### src/rtl/alu_pkg.sv
// Shared types and constants for the sequential ALU (alu_seq and alu_iter_unit).
package alu_pkg;

  typedef enum logic [3:0] {
    OP_ADD  = 4'd0,
    OP_SUB  = 4'd1,
    OP_SHL  = 4'd2,
    OP_SHR  = 4'd3,
    OP_NOT  = 4'd4,
    OP_AND  = 4'd5,
    OP_OR   = 4'd6,
    OP_XOR  = 4'd7,
    OP_PASS = 4'd8,
    OP_MUL  = 4'd9
  } alu_op_t;

  localparam int FLAG_Z = 0;
  localparam int FLAG_C = 1;
  localparam int FLAG_S = 2;
  localparam int FLAG_V = 3;

  localparam logic [1:0] ST_IDLE = 2'd0;
  localparam logic [1:0] ST_EXEC = 2'd1;
  localparam logic [1:0] ST_DONE = 2'd2;

  typedef enum logic [1:0] {
    IDLE = ST_IDLE,
    EXEC = ST_EXEC,
    DONE = ST_DONE
  } alu_state_t;

  localparam logic [1:0] ITER_SHL = 2'd0;
  localparam logic [1:0] ITER_SHR = 2'd1;
  localparam logic [1:0] ITER_MUL = 2'd2;

endpackage

### src/rtl/alu_iter_unit.sv
// Iterative engine: one-bit-per-cycle shifts and, with ALU_MUL_EN, a shift-add multiply.
// done pulses on the cycle of the final step; result/carry then show that step's outcome.
module alu_iter_unit
  import alu_pkg::*;
#(
  parameter int N  = 8,
  parameter int CW = $clog2(N) + 1
) (
  input  logic          clk,
  input  logic          rst,
  input  logic          start,
  input  logic [1:0]    mode,
  input  logic [N-1:0]  a,
  input  logic [N-1:0]  b,
  input  logic [CW-1:0] cnt_init,
  output logic          done,
  output logic [N-1:0]  result,
  output logic          carry
);

  logic [N-1:0]  lo_q, lo_d;
  logic [CW-1:0] cnt_q, cnt_d;
  logic [1:0]    mode_q, mode_d;
  logic          run_q, run_d;
  logic          c_q, c_d;
`ifdef ALU_MUL_EN
  logic [N-1:0]  hi_q, hi_d;
  logic [N-1:0]  mcand_q, mcand_d;
  logic [N:0]    sum;
`endif

  always_comb begin
    lo_d   = lo_q;
    cnt_d  = cnt_q;
    mode_d = mode_q;
    run_d  = run_q;
    c_d    = c_q;
`ifdef ALU_MUL_EN
    hi_d    = hi_q;
    mcand_d = mcand_q;
    sum     = '0;
`endif
    if (start) begin
      // The multiply walks the multiplier through lo; shifts walk the operand itself.
      lo_d   = (mode == ITER_MUL) ? b : a;
      cnt_d  = cnt_init;
      mode_d = mode;
      run_d  = 1'b1;
      c_d    = 1'b0;
`ifdef ALU_MUL_EN
      hi_d    = '0;
      mcand_d = a;
`endif
    end else if (run_q) begin
      case (mode_q)
        ITER_SHL: begin
          c_d  = lo_q[N-1];
          lo_d = {lo_q[N-2:0], 1'b0};
        end
        ITER_SHR: begin
          c_d  = lo_q[0];
          lo_d = {1'b0, lo_q[N-1:1]};
        end
`ifdef ALU_MUL_EN
        ITER_MUL: begin
          sum          = {1'b0, hi_q} + (lo_q[0] ? {1'b0, mcand_q} : '0);
          {hi_d, lo_d} = {sum, lo_q[N-1:1]};
        end
`endif
        default: ;
      endcase
      cnt_d = cnt_q - CW'(1);
      if (cnt_q == CW'(1)) run_d = 1'b0;
    end
  end

  assign done   = run_q && (cnt_q == CW'(1));
  assign result = lo_d;
`ifdef ALU_MUL_EN
  assign carry  = (mode_q == ITER_MUL) ? (|hi_d) : c_d;
`else
  assign carry  = c_d;
`endif

  always_ff @(posedge clk or posedge rst) begin
    if (rst) begin
      lo_q    <= '0;
      cnt_q   <= '0;
      mode_q  <= ITER_SHL;
      run_q   <= 1'b0;
      c_q     <= 1'b0;
`ifdef ALU_MUL_EN
      hi_q    <= '0;
      mcand_q <= '0;
`endif
    end else begin
      lo_q    <= lo_d;
      cnt_q   <= cnt_d;
      mode_q  <= mode_d;
      run_q   <= run_d;
      c_q     <= c_d;
`ifdef ALU_MUL_EN
      hi_q    <= hi_d;
      mcand_q <= mcand_d;
`endif
    end
  end

endmodule

### src/rtl/alu_seq.sv
// Sequential ALU: FSM, single-cycle ops and flag logic; shifts/multiply run in alu_iter_unit.
// Define ALU_MUL_EN to build the opcode-9 unsigned multiplier (otherwise opcode 9 acts as PASS).
module alu_seq
  import alu_pkg::*;
#(
  parameter int N = 8
) (
  input  logic         clk,
  input  logic         rst,
  input  logic         in_valid,
  output logic         in_ready,
  input  logic [3:0]   Sel_ALU,
  input  logic [N-1:0] RX,
  input  logic [N-1:0] RY,
  output logic         out_valid,
  input  logic         out_ready,
  output logic [N-1:0] R0,
  output logic [3:0]   Flags,
  output logic         busy
);

  localparam int SW = $clog2(N);
  localparam int CW = SW + 1;

  // Handshake: a transfer happens on a rising edge where valid && ready are both high;
  // in_ready is high only in IDLE, out_valid only in DONE, and R0/Flags never change in DONE.
  logic [1:0]    state_q, state_d;
  logic [N-1:0]  r0_q, r0_d;
  logic [3:0]    flags_q, flags_d;

  logic          iter_start, iter_done, iter_carry;
  logic [1:0]    iter_mode;
  logic [CW-1:0] iter_cnt;
  logic [N-1:0]  iter_result;
  logic [N-1:0]  res;
  logic          c, v, finish;
  logic [SW-1:0] amt;

  assign amt = RY[SW-1:0];

  alu_iter_unit #(.N(N), .CW(CW)) u_iter (
    .clk      (clk),
    .rst      (rst),
    .start    (iter_start),
    .mode     (iter_mode),
    .a        (RX),
    .b        (RY),
    .cnt_init (iter_cnt),
    .done     (iter_done),
    .result   (iter_result),
    .carry    (iter_carry)
  );

  always_comb begin
    state_d    = state_q;
    r0_d       = r0_q;
    flags_d    = flags_q;
    iter_start = 1'b0;
    iter_mode  = ITER_SHL;
    iter_cnt   = '0;
    res        = RX;
    c          = 1'b0;
    v          = 1'b0;
    finish     = 1'b0;
    case (state_q)
      ST_IDLE: begin
        if (in_valid) begin
          case (Sel_ALU)
            OP_ADD: begin
              {c, res} = {1'b0, RX} + {1'b0, RY};
              v = (RX[N-1] == RY[N-1]) && (res[N-1] != RX[N-1]);
            end
            OP_SUB: begin
              {c, res} = {1'b0, RY} - {1'b0, RX};
              v = (RY[N-1] != RX[N-1]) && (res[N-1] != RY[N-1]);
            end
            OP_SHL, OP_SHR: begin
              // A zero amount completes like a single-cycle op with R0 = RX, C = 0.
              if (amt != '0) begin
                iter_start = 1'b1;
                iter_mode  = (Sel_ALU == OP_SHL) ? ITER_SHL : ITER_SHR;
                iter_cnt   = {1'b0, amt};
              end
            end
            OP_NOT: res = ~RX;
            OP_AND: res = RX & RY;
            OP_OR:  res = RX | RY;
            OP_XOR: res = RX ^ RY;
`ifdef ALU_MUL_EN
            OP_MUL: begin
              iter_start = 1'b1;
              iter_mode  = ITER_MUL;
              iter_cnt   = CW'(N);
            end
`endif
            default: res = RX;
          endcase
          if (iter_start) state_d = ST_EXEC;
          else            finish  = 1'b1;
        end
      end
      ST_EXEC: begin
        if (iter_done) begin
          res    = iter_result;
          c      = iter_carry;
          finish = 1'b1;
        end
      end
      ST_DONE: begin
        if (out_ready) state_d = ST_IDLE;
      end
      default: state_d = ST_IDLE;
    endcase
    if (finish) begin
      state_d         = ST_DONE;
      r0_d            = res;
      flags_d[FLAG_Z] = (res == '0);
      flags_d[FLAG_S] = res[N-1];
      flags_d[FLAG_C] = c;
      flags_d[FLAG_V] = v;
    end
  end

  always_ff @(posedge clk or posedge rst) begin
    if (rst) begin
      state_q <= ST_IDLE;
      r0_q    <= '0;
      flags_q <= '0;
    end else begin
      state_q <= state_d;
      r0_q    <= r0_d;
      flags_q <= flags_d;
    end
  end

  assign in_ready  = (state_q == ST_IDLE);
  assign out_valid = (state_q == ST_DONE);
  assign busy      = (state_q == ST_EXEC);
  assign R0        = r0_q;
  assign Flags     = flags_q;

endmodule

### config.mk
export PLATFORM = sky130hd
export DESIGN_NAME = alu_seq
export DESIGN_NICKNAME = d
export VERILOG_FILES = /design/src/rtl/alu_pkg.sv /design/src/rtl/alu_iter_unit.sv /design/src/rtl/alu_seq.sv
export SDC_FILE = /design/constraint.sdc
export NUM_CORES = 1
export LEC_CHECK = 0
export ABC_AREA = 0
export BUFFER_PORTS_ARGS = -buffer_cell sky130_fd_sc_hd__buf_2
export CORE_ASPECT_RATIO = 1.25
export CORE_MARGIN = 1.5
export CORE_UTILIZATION = 59
export CTS_CLUSTER_SIZE = 10
export DETAILED_ROUTE_END_ITERATION = 10
export PLACE_DENSITY = 0.81
export RECOVER_POWER = 25
export REMOVE_ABC_BUFFERS = 1
export SLEW_MARGIN = 20
export SYNTH_ARGS = -nofsm -noshare
export SYNTH_HDL_FRONTEND = slang
export SYNTH_SLANG_ARGS = --single-unit
### constraint.sdc
create_clock -name clk -period 2.5 [get_ports clk]
set_clock_uncertainty 0.2 [all_clocks]
set_input_delay 0.5 -clock clk [delete_from_list [all_inputs] [get_ports clk]]
set_output_delay 0.5 -clock clk [all_outputs]
set_load 0.02 [all_outputs]
# Word-level counts from Yosys, hierarchy flattened

Index checks and enable logic that the tools add are counted.
W data, S select, Z words.

Multipliers: 0
Mux-type cells: 47
Reduce and logical (&&, ||, !) cells: 11
Div/mod/pow operators: 0
Bitwise gates (word level): 4
Magnitude comparators: 0
Equal/unequal tests: 20
Shift operators: 0
$add $sub $neg: 3

Operators by type and width:

| cell                 | number |
|---|---|
| $pmux W8 S6          | 1 |
| $mux W8              | 5 |
| $pmux W8 S2          | 2 |
| $mux W1              | 23 |
| $eq A4 B3 Y1 const B | 4 |
| $mux W3              | 4 |
| $pmux W1 S2          | 5 |
| $add A8 B8 Y9        | 1 |
| $sub A8 B8 Y9        | 1 |
| $and A8 B8 Y8        | 1 |
| $eq A4 B1 Y1 const B | 2 |
| $eq A4 B2 Y1 const B | 2 |
| $logic_not A8 Y1     | 1 |
| $mux W2              | 4 |
| $mux W4              | 2 |
| $not A8 Y8           | 1 |
| $or A8 B8 Y8         | 1 |
| $xor A8 B8 Y8        | 1 |
| $ne A3 B1 Y1 const B | 2 |
| $pmux W2 S3          | 1 |
| $eq A2 B1 Y1 const B | 2 |
| $logic_not A2 Y1     | 2 |
| $logic_not A4 Y1     | 1 |
| $reduce_and A4 Y1    | 1 |
| 11 further kinds     | 15 |

Output and inout port bits: 15
Bits in writable memories: 0
Bits in latches: 0
Logic and storage cells: 93
Bits of input ports: 24
Memories: 0
Memory bits (read-only): 0
Flip-flop bits (word level): 30

# Depth between registers and ports, before layout

Gate-level depths: netlist of the first run.

Depth after elaboration: 12
Gate-level depth with buffers: 10
Gate-level depth less buffers: 10

# By module

Synthesis of the first run repeated with hierarchy kept, for this count alone.

Cell total of the unflattened synthesis: 396
Area total of the unflattened synthesis: 3146.8 µm²

By module, submodules not included:

| module        | times used | area each (µm²) | cells each | sequential area each (µm²) |
|---|---|---|---|---|
| alu_seq       | 1          | 2198.4          | 304        | 325.3 |
| alu_iter_unit | 1          | 948.4           | 92         | 400.4 |

# Worst setup path after synthesis of the first run

OpenSTA, ideal clock, no wires.

Path kind: input to register
Start: in RX[0]
End: reg flags_q[0], in the netlist Flags[0]
Data required time: 2178 ps
Path buffers: 0
Path slack: -422 ps
Setup time: 122 ps
Arrival: 2600 ps
Cell stages on the path: 9
Cell sequence: ha_1 fa_1 or4_1 a211o_1 a41oi_2 o22ai_1 o2111ai_2 nor4b_2 a32o_1

Longest elaborated chain between the ends: 5
Elaborated cells on any way between the ends: 13
Classes of those cells: add/sub: 2; mux: 6; bitwise: 4; reduce/logical: 1

Ends and longest elaborated chain:

| what                                          | line                               | source |
|---|---|---|
| from (decl)                                   | alu_seq.sv:13                      | `input logic [N-1:0] RX,` |
| $sub A8 B8 Y9, or another cell as far along   | alu_seq.sv:74                      | `{c, res} = {1'b0, RY} - {1'b0, RX};` |
| $pmux W8 S6 / $mux W8 (equally long branches) | alu_seq.sv:68, alu_iter_unit.sv:43 |  |
| $mux W8, on equally long branches             | alu_seq.sv:67, alu_seq.sv:103      |  |
| $pmux W8 S2 *                                 | alu_seq.sv:65                      | `case (state_q)` |
| $logic_not A8 Y1 *                            | alu_seq.sv:117                     | `flags_d[FLAG_Z] = (res == '0);` |
| to (signal assigned)                          | alu_seq.sv:132                     | `flags_q <= flags_d;` |
| to (decl)                                     | alu_seq.sv:29                      | `logic [3:0] flags_q, flags_d;` |

Mark *: on every way between the ends. The rest lies on a longest branch, timed or not.
A chain may end at the register's enable or synchronous reset.

# Final worst setup path of the first run

Ends and elaborated chain as after synthesis.

==> results of run 1 <==
==> cell type report <==
type / instances / area, um2 / area share, %
sequential: 28 / 701 / 16.8
inverter: 33 / 129 / 3.09
tap: 60 / 75.1 / 1.80
clock buffer: 3 / 41.3 / 0.992
clock inverter: 1 / 30.0 / 0.721
timing repair buffer: 132 / 933 / 22.4
multi-input combinational: 281 / 2250 / 54.1
==> worst reg2reg max path: stages, from the launching register on <==
cell       delay [ns]
dfrtp_1          0.40
inv_1            0.09
ha_1             0.21
nand4bb_1        0.17
buf_4            0.21
o21ai_0          0.39
o311a_1          0.36
o211a_1          0.16
nor4b_2          0.21
a32o_1           0.20
==> cell usage in the layout (no fill, tap or decap), types with 7 or more instances in the layout <==
cell type,Yosys,layout
buf_4,1,88
buf_2,10,35
nor2_1,33,33
dfrtp_1,28,28
inv_1,31,28
o21ai_0,30,27
nand2_1,25,25
ha_1,26,19
a21oi_1,22,17
o211ai_1,10,10
mux2i_1,10,10
nand2b_1,7,7
xnor2_1,7,7
nor3_1,9,7
ha_4,0,7
buf_6,4,7
==> path summary, 6_finish.rpt <==
kind	depth (start not counted)	to	slack, ns
hold / removal	2	state_q[1]	0.21
min in group asynchronous	3	R0[5]	0.50
setup / recovery	11	Flags[0]	-0.25
hold reg to reg	1	R0[2]	0.32
max in group asynchronous	3	u_iter.run_q	0.72
setup reg to reg	9	Flags[0]	-0.13
==> power by group through the flow <==
stage / clock network (mW) / registers (mW) / logic [mW]
floorplan: 0 / 0.901 / 0.722
global placement: 0 / 0.803 / 1.31
detailed placement: 0 / 0.823 / 1.37
CTS: 0.359 / 0.816 / 1.41
global route: 0.378 / 0.838 / 1.67
finish: 0.363 / 0.820 / 1.55
==> metrics by stage <==
step                worst slack (ns)  hold slack, ns
finish                        -0.245           0.213
floorplan                     -0.422           0.307
global route                  -0.250           0.221
global placement              -0.610           0.273
CTS                           -0.139          0.0707
detailed placement            -0.688           0.274
==> sequential cells by signal (all words and copies together), names as in the netlist <==
register / cells
u_iter.run_q: 1
u_iter.cnt_q: 4
u_iter.lo_q: 8
R0: 7
Flags: 4
u_iter.mode_q: 1
state_q: 2
u_iter.c_q: 1
==> metal layers <==
layer  vias to the layer above  global-route usage [%]
li1                       1566                       -
met1                      1666                    42.7
met2                       285                    68.0
met3                        99                    3.93
met4                         0                    19.6
met5                         -                       0
==> kinds of logic after synthesis <==
kind of cell / Yosys count / share of synthesized area (%)
compound gates: 120 / 27.7
buf+inv: 58 / 9.04
flops: 28 / 23.5
xor+xnor: 10 / 2.94
simple gates: 112 / 20.4
mux: 11 / 4.12
fa+ha+maj: 28 / 12.3
==> what timing repair did <==
action,4_1_cts,5_1_grt
pin swaps,13,16
setup endpoints to repair,9,9
resized for setup,17,43
buffers inserted,2,6
hold buffers,0,0
==> results.txt, run 1 <==
Post-synthesis cell area: 2980 um2
Die area: 5480 um2
Initial antenna violation count: 0
CP startpoint: RX[0]
Reg2reg start: u_iter.cnt_q[1]
Final cell count without fillers: 538
Area post-placement: 3750 um2
Antenna cells: 0
WL met1: 3980 um
Row count: 28
Switching Fraction: 44.2%
Layout cell share with drive strength beyond 1: 37.7%
Worst min path class: in -> reg
Ports: 39
IO Port Bufs: 38
Vias in the first global route: 3285
Final hold vios: 0
Clock network power share: 13.3%
Post-Synthesis Cells: 367
DRT iter0 DRCs: 402
Leading area contributor after synthesis: dfrtp_1
Clk_lat worst skew: 0.28 ns
Post-route minimum period: 2.75 ns
Die H: 82.4 um
Routed length on met2: 5740 um
Yosys top cell area share: 23.5%
Pin count of the biggest net entering global routing: 29
P&R area growth vs syn: 39.9%
Worst Path Required: 2.53 ns
Critical path buffers and inverters: 2
Pre-antenna DRT Iters: 5
Mean Syn Cell Area: 8.11 um2
CTS tree: yes
Setup-failing EPs final: 6
Clk slew on worst S/H paths: 0.10 ns
Cts bufs inserted: 3
Die width: 66.5 um
Clock tree buffer depth: 2
Sequential power share: 30.0%
Routed vias: 3616
Internal power: 1.52 mW
Setup Crit Path Kind: in -> reg
Root Driver: clkbuf_8
DR WL/cell: 21.6 um
Synth Flop Type: dfrtp_1
CP max-delay cell: fa_2
Tot GR Track Use: 37.3%
Worst-Margin Slew: 1.49 ns
Most frequent cell after synthesis: nor2_1
# DRC: 0
CP delay by family, top: compound AO/OA/AOI/OAI gates
Tot Pwr: 2.73 mW
Crit start category: input port
RSZ-0062 raised after global routing: true
Starting density of the core: 62.0%
Commonest cells in the netlist: 33 x nor2_1, 31 x inv_1, 30 x o21ai_0, 28 x dfrtp_1, 26 x ha_1
Comb pwr share: 56.7%
CP endpoint kind: flip-flop
DP HPWL: 7450 um
Post-synth EDFFs: 0
Worst Hold Launch: out_ready
Crit-path max FO: 4
Max incr delay on CP: 0.53 ns
Leak: 1.92 nW
Count of different cell masters after synthesis: 70
Yosys reg bits: 28
Net switching power: 1.21 mW
Max Clk Rate: 0.364 GHz
First-pass GRT wire length: 15500 um
Final instance area: 4160 um2
Placed insts: 526
Pwr dens: 656 nW/um2
Sequential area share after synthesis: 23.5%
DR WL met3: 1030 um
Final GP Congestion: 0.951
Arrival @ worst endpoint: 2.77 ns
Max-cap check violation count: 0
Synth Warn #: 0
Fin. max-slew vios: 0
Grt ovf: 0
Outcome: finished, violations left
Top Layer Used: met4
Most used cell along the critical path: buf_6
H-tree depth: 1
Vias per inst: 6.72
Core Area: 4800 um2
Setup TNS: -0.534 ns
Nets@finish: 531
Slew margin rel.: 0.636%
Async S/R FF share, synth: 100%
Post-DRT Antenna Nets: 0
Peak VDD IR: 0.317 mV
Final Util: 86.8%
Failing checks: negative setup slack
Largest cells by area after synthesis: dfrtp_1 24%, ha_1 11%, o21ai_0 5.0%
Final period util: 110%
PnR worst setup slack: -0.245 ns
Crit-path cells: buf_6, buf_6, ha_4, fa_2, and2_1, o32a_1, and4_1, o21a_1, o2111ai_2, nor4b_2, a32o_1
Final WL: 11600 um
Fill cell count: 258
Clock sink count: 28
(Power assumes the default switching activity.)
==> run 2: changes to the inputs <==
Clock period 2.5 ns to 3.1 ns, I/O delays scaled along.
==> run 2 against run 1 <==
The flow now finishes without violations. Global-route usage shrank 5.0 points. Core utilization shrank 15 points. Design area shrank 17%. Count of clock-buffer cells in the layout is the same. Via count shrank 16%. Register-to-register slack gained 0.52 ns. Die area is the same. Critical path type unchanged. Largest power group unchanged.
==> results.txt, run 2 (synthesis results as in run 1) <==
Final period util: 96.9%
CP endpoint kind: flip-flop
Crit-path max FO: 2
Antenna cells: 0
CP startpoint: RX[0]
Setup-failing EPs final: 0
Setup Crit Path Kind: in -> reg
Arrival @ worst endpoint: 2.98 ns
Clk slew on worst S/H paths: 0.10 ns
Ports: 39
Post-CTS Repair Setup Buffers: 0
Cts bufs inserted: 3
Clock network power share: 14.6%
DP HPWL: 6710 um
Final WL: 8520 um
Final hold vios: 0
Crit start category: input port
Net switching power: 860 uW
# DRC: 0
CTS Hold Bufs: 0
CP max-delay cell: or4_1
Initial antenna violation count: 0
Most frequent cells in the layout: 38 x buf_2, 36 x buf_4, 33 x nor2_1
Post-CTS Resized: 0
Post-route minimum period: 3.00 ns
Worst Path Required: 3.08 ns
Pin count of the biggest net entering global routing: 29
Worst-Margin Slew: 1.49 ns
Starting density of the core: 62.0%
DRT iter0 DRCs: 229
Vias per inst: 6.32
Pwr dens: 574 nW/um2
Fin. max-slew vios: 0
H-tree depth: 1
Top reg by flops: u_iter.lo_q
Area post-placement: 3380 um2
Nets@finish: 474
Clock sink count: 28
CP delay by family, top: compound AO/OA/AOI/OAI gates
Die area: 5480 um2
Dpl ws: -0.187 ns
Max-cap check violation count: 0
Max reg flops: 8
PnR worst setup slack: 0.0970 ns
Core Area: 4800 um2
Max incr delay on CP: 0.53 ns
Root Driver: clkbuf_8
Final GP Congestion: 0.948
Critical path buffers and inverters: 1
Worst r2r path cells: 10
Die width: 66.5 um
Die H: 82.4 um
Most common cell after layout, fill and taps aside: buf_2
Crit-path cells: buf_2, ha_1, fa_1, or4_1, a211o_1, a41oi_2, o22ai_1, o2111ai_2, nor4b_2, a32o_1
Routed vias: 3042
Reg2reg start: u_iter.cnt_q[1]
Layout cell share with drive strength beyond 1: 21.4%
Slew margin rel.: 0.763%
CTS tree: yes
Vias in the first global route: 2854
Switching Fraction: 43.4%
Pre-antenna DRT Iters: 5
P&R area growth vs syn: 16.0%
Tot GR Track Use: 32.4%
IO Port Bufs: 38
RSZ-0062 raised after global routing: false
Peak VDD IR: 0.212 mV
Clock tree buffer depth: 2
Grt ovf: 0
R2R Setup Slk: 0.39 ns
Leak: 1.60 nW
Outcome: finished, final reports clean
Clk_lat worst skew: 0.28 ns
First-pass GRT wire length: 13700 um
Worst reg2reg endpoint: Flags[0]
Worst min path class: reg -> reg
Row count: 28
End of the critical path: Flags[0]
Max Clk Rate: 0.333 GHz
Final instance area: 3450 um2
Post-DRT Antenna Nets: 0
Levels on crit path: 10
Comb pwr share: 51.9%
Sequential power share: 33.5%
Internal power: 1.12 mW
DR WL/cell: 17.7 um
## run 2: cell types whose count changed in the layout (fill, tap and decap cells not counted), moves of 5 or more
cell / delta
ha_1: +7
a21oi_1: +5
ha_4: -7
buf_4: -52
a21oi_2: -5
buf_6: -7
## run 2: worst min path at each step
| stage | slack (ns) | start | cells past startpoint | endpoint |
|---|---|---|---|---|
| 5_1_grt | 0.32 | Flags[3] | 1 | Flags[3] |
| 2_1_floorplan | 0.31 | u_iter.lo_q[3] | 2 | u_iter.lo_q[3] |
| 4_1_cts | 0.19 | rst | 3 | R0[5] |
| 6_report | 0.29 | Flags[3] | 1 | Flags[3] |
| 3_5_place_dp | 0.27 | Flags[3] | 1 | Flags[3] |
| 3_3_place_gp | 0.27 | Flags[3] | 1 | Flags[3] |
## run 2: area by class of cell
class	instances	area, um2
clock buffers	3	41.3
well taps	60	75.1
fillers	380	1350
inverters	33	129
repair buffers	75	464
flip-flops and latches	28	701
clock inverters	1	30.0
multi-input cells	281	2010
## run 2: per-stage QoR
step | util, % | TNS (ns) | hold slack [ns] | std cells | power [mW]
after global routing | 71.9 | 0 | 0.321 | 481 | 2.11
after CTS | 71.9 | 0 | 0.194 | 481 | 1.97
final | 71.9 | 0 | 0.290 | 481 | 1.98
after detailed placement | 70.4 | -0.469 | 0.271 | 477 | 1.67
after global placement | 70.4 | -0.252 | 0.271 | 477 | 1.63
after floorplan | - | 0 | 0.307 | 342 | 1.31
## run 2: layer usage
metal / up-vias / routed length [um] / GRT usage, %
met1: 1437 / 3520 / 40.4
li1: 1445 / - / -
met2: 132 / 4240 / 57.3
met5: - / 0 / 0
met3: 28 / 447 / 1.76
met4: 0 / 304 / 14.9
## run 2: power groups by stage
stage | logic (mW) | clock network (mW) | registers (mW)
final | 1.03 | 0.290 | 0.663
after global routing | 1.13 | 0.303 | 0.677
after CTS | 1.02 | 0.287 | 0.660
after detailed placement | 1.01 | 0 | 0.663
after global placement | 0.976 | 0 | 0.654
after floorplan | 0.582 | 0 | 0.726
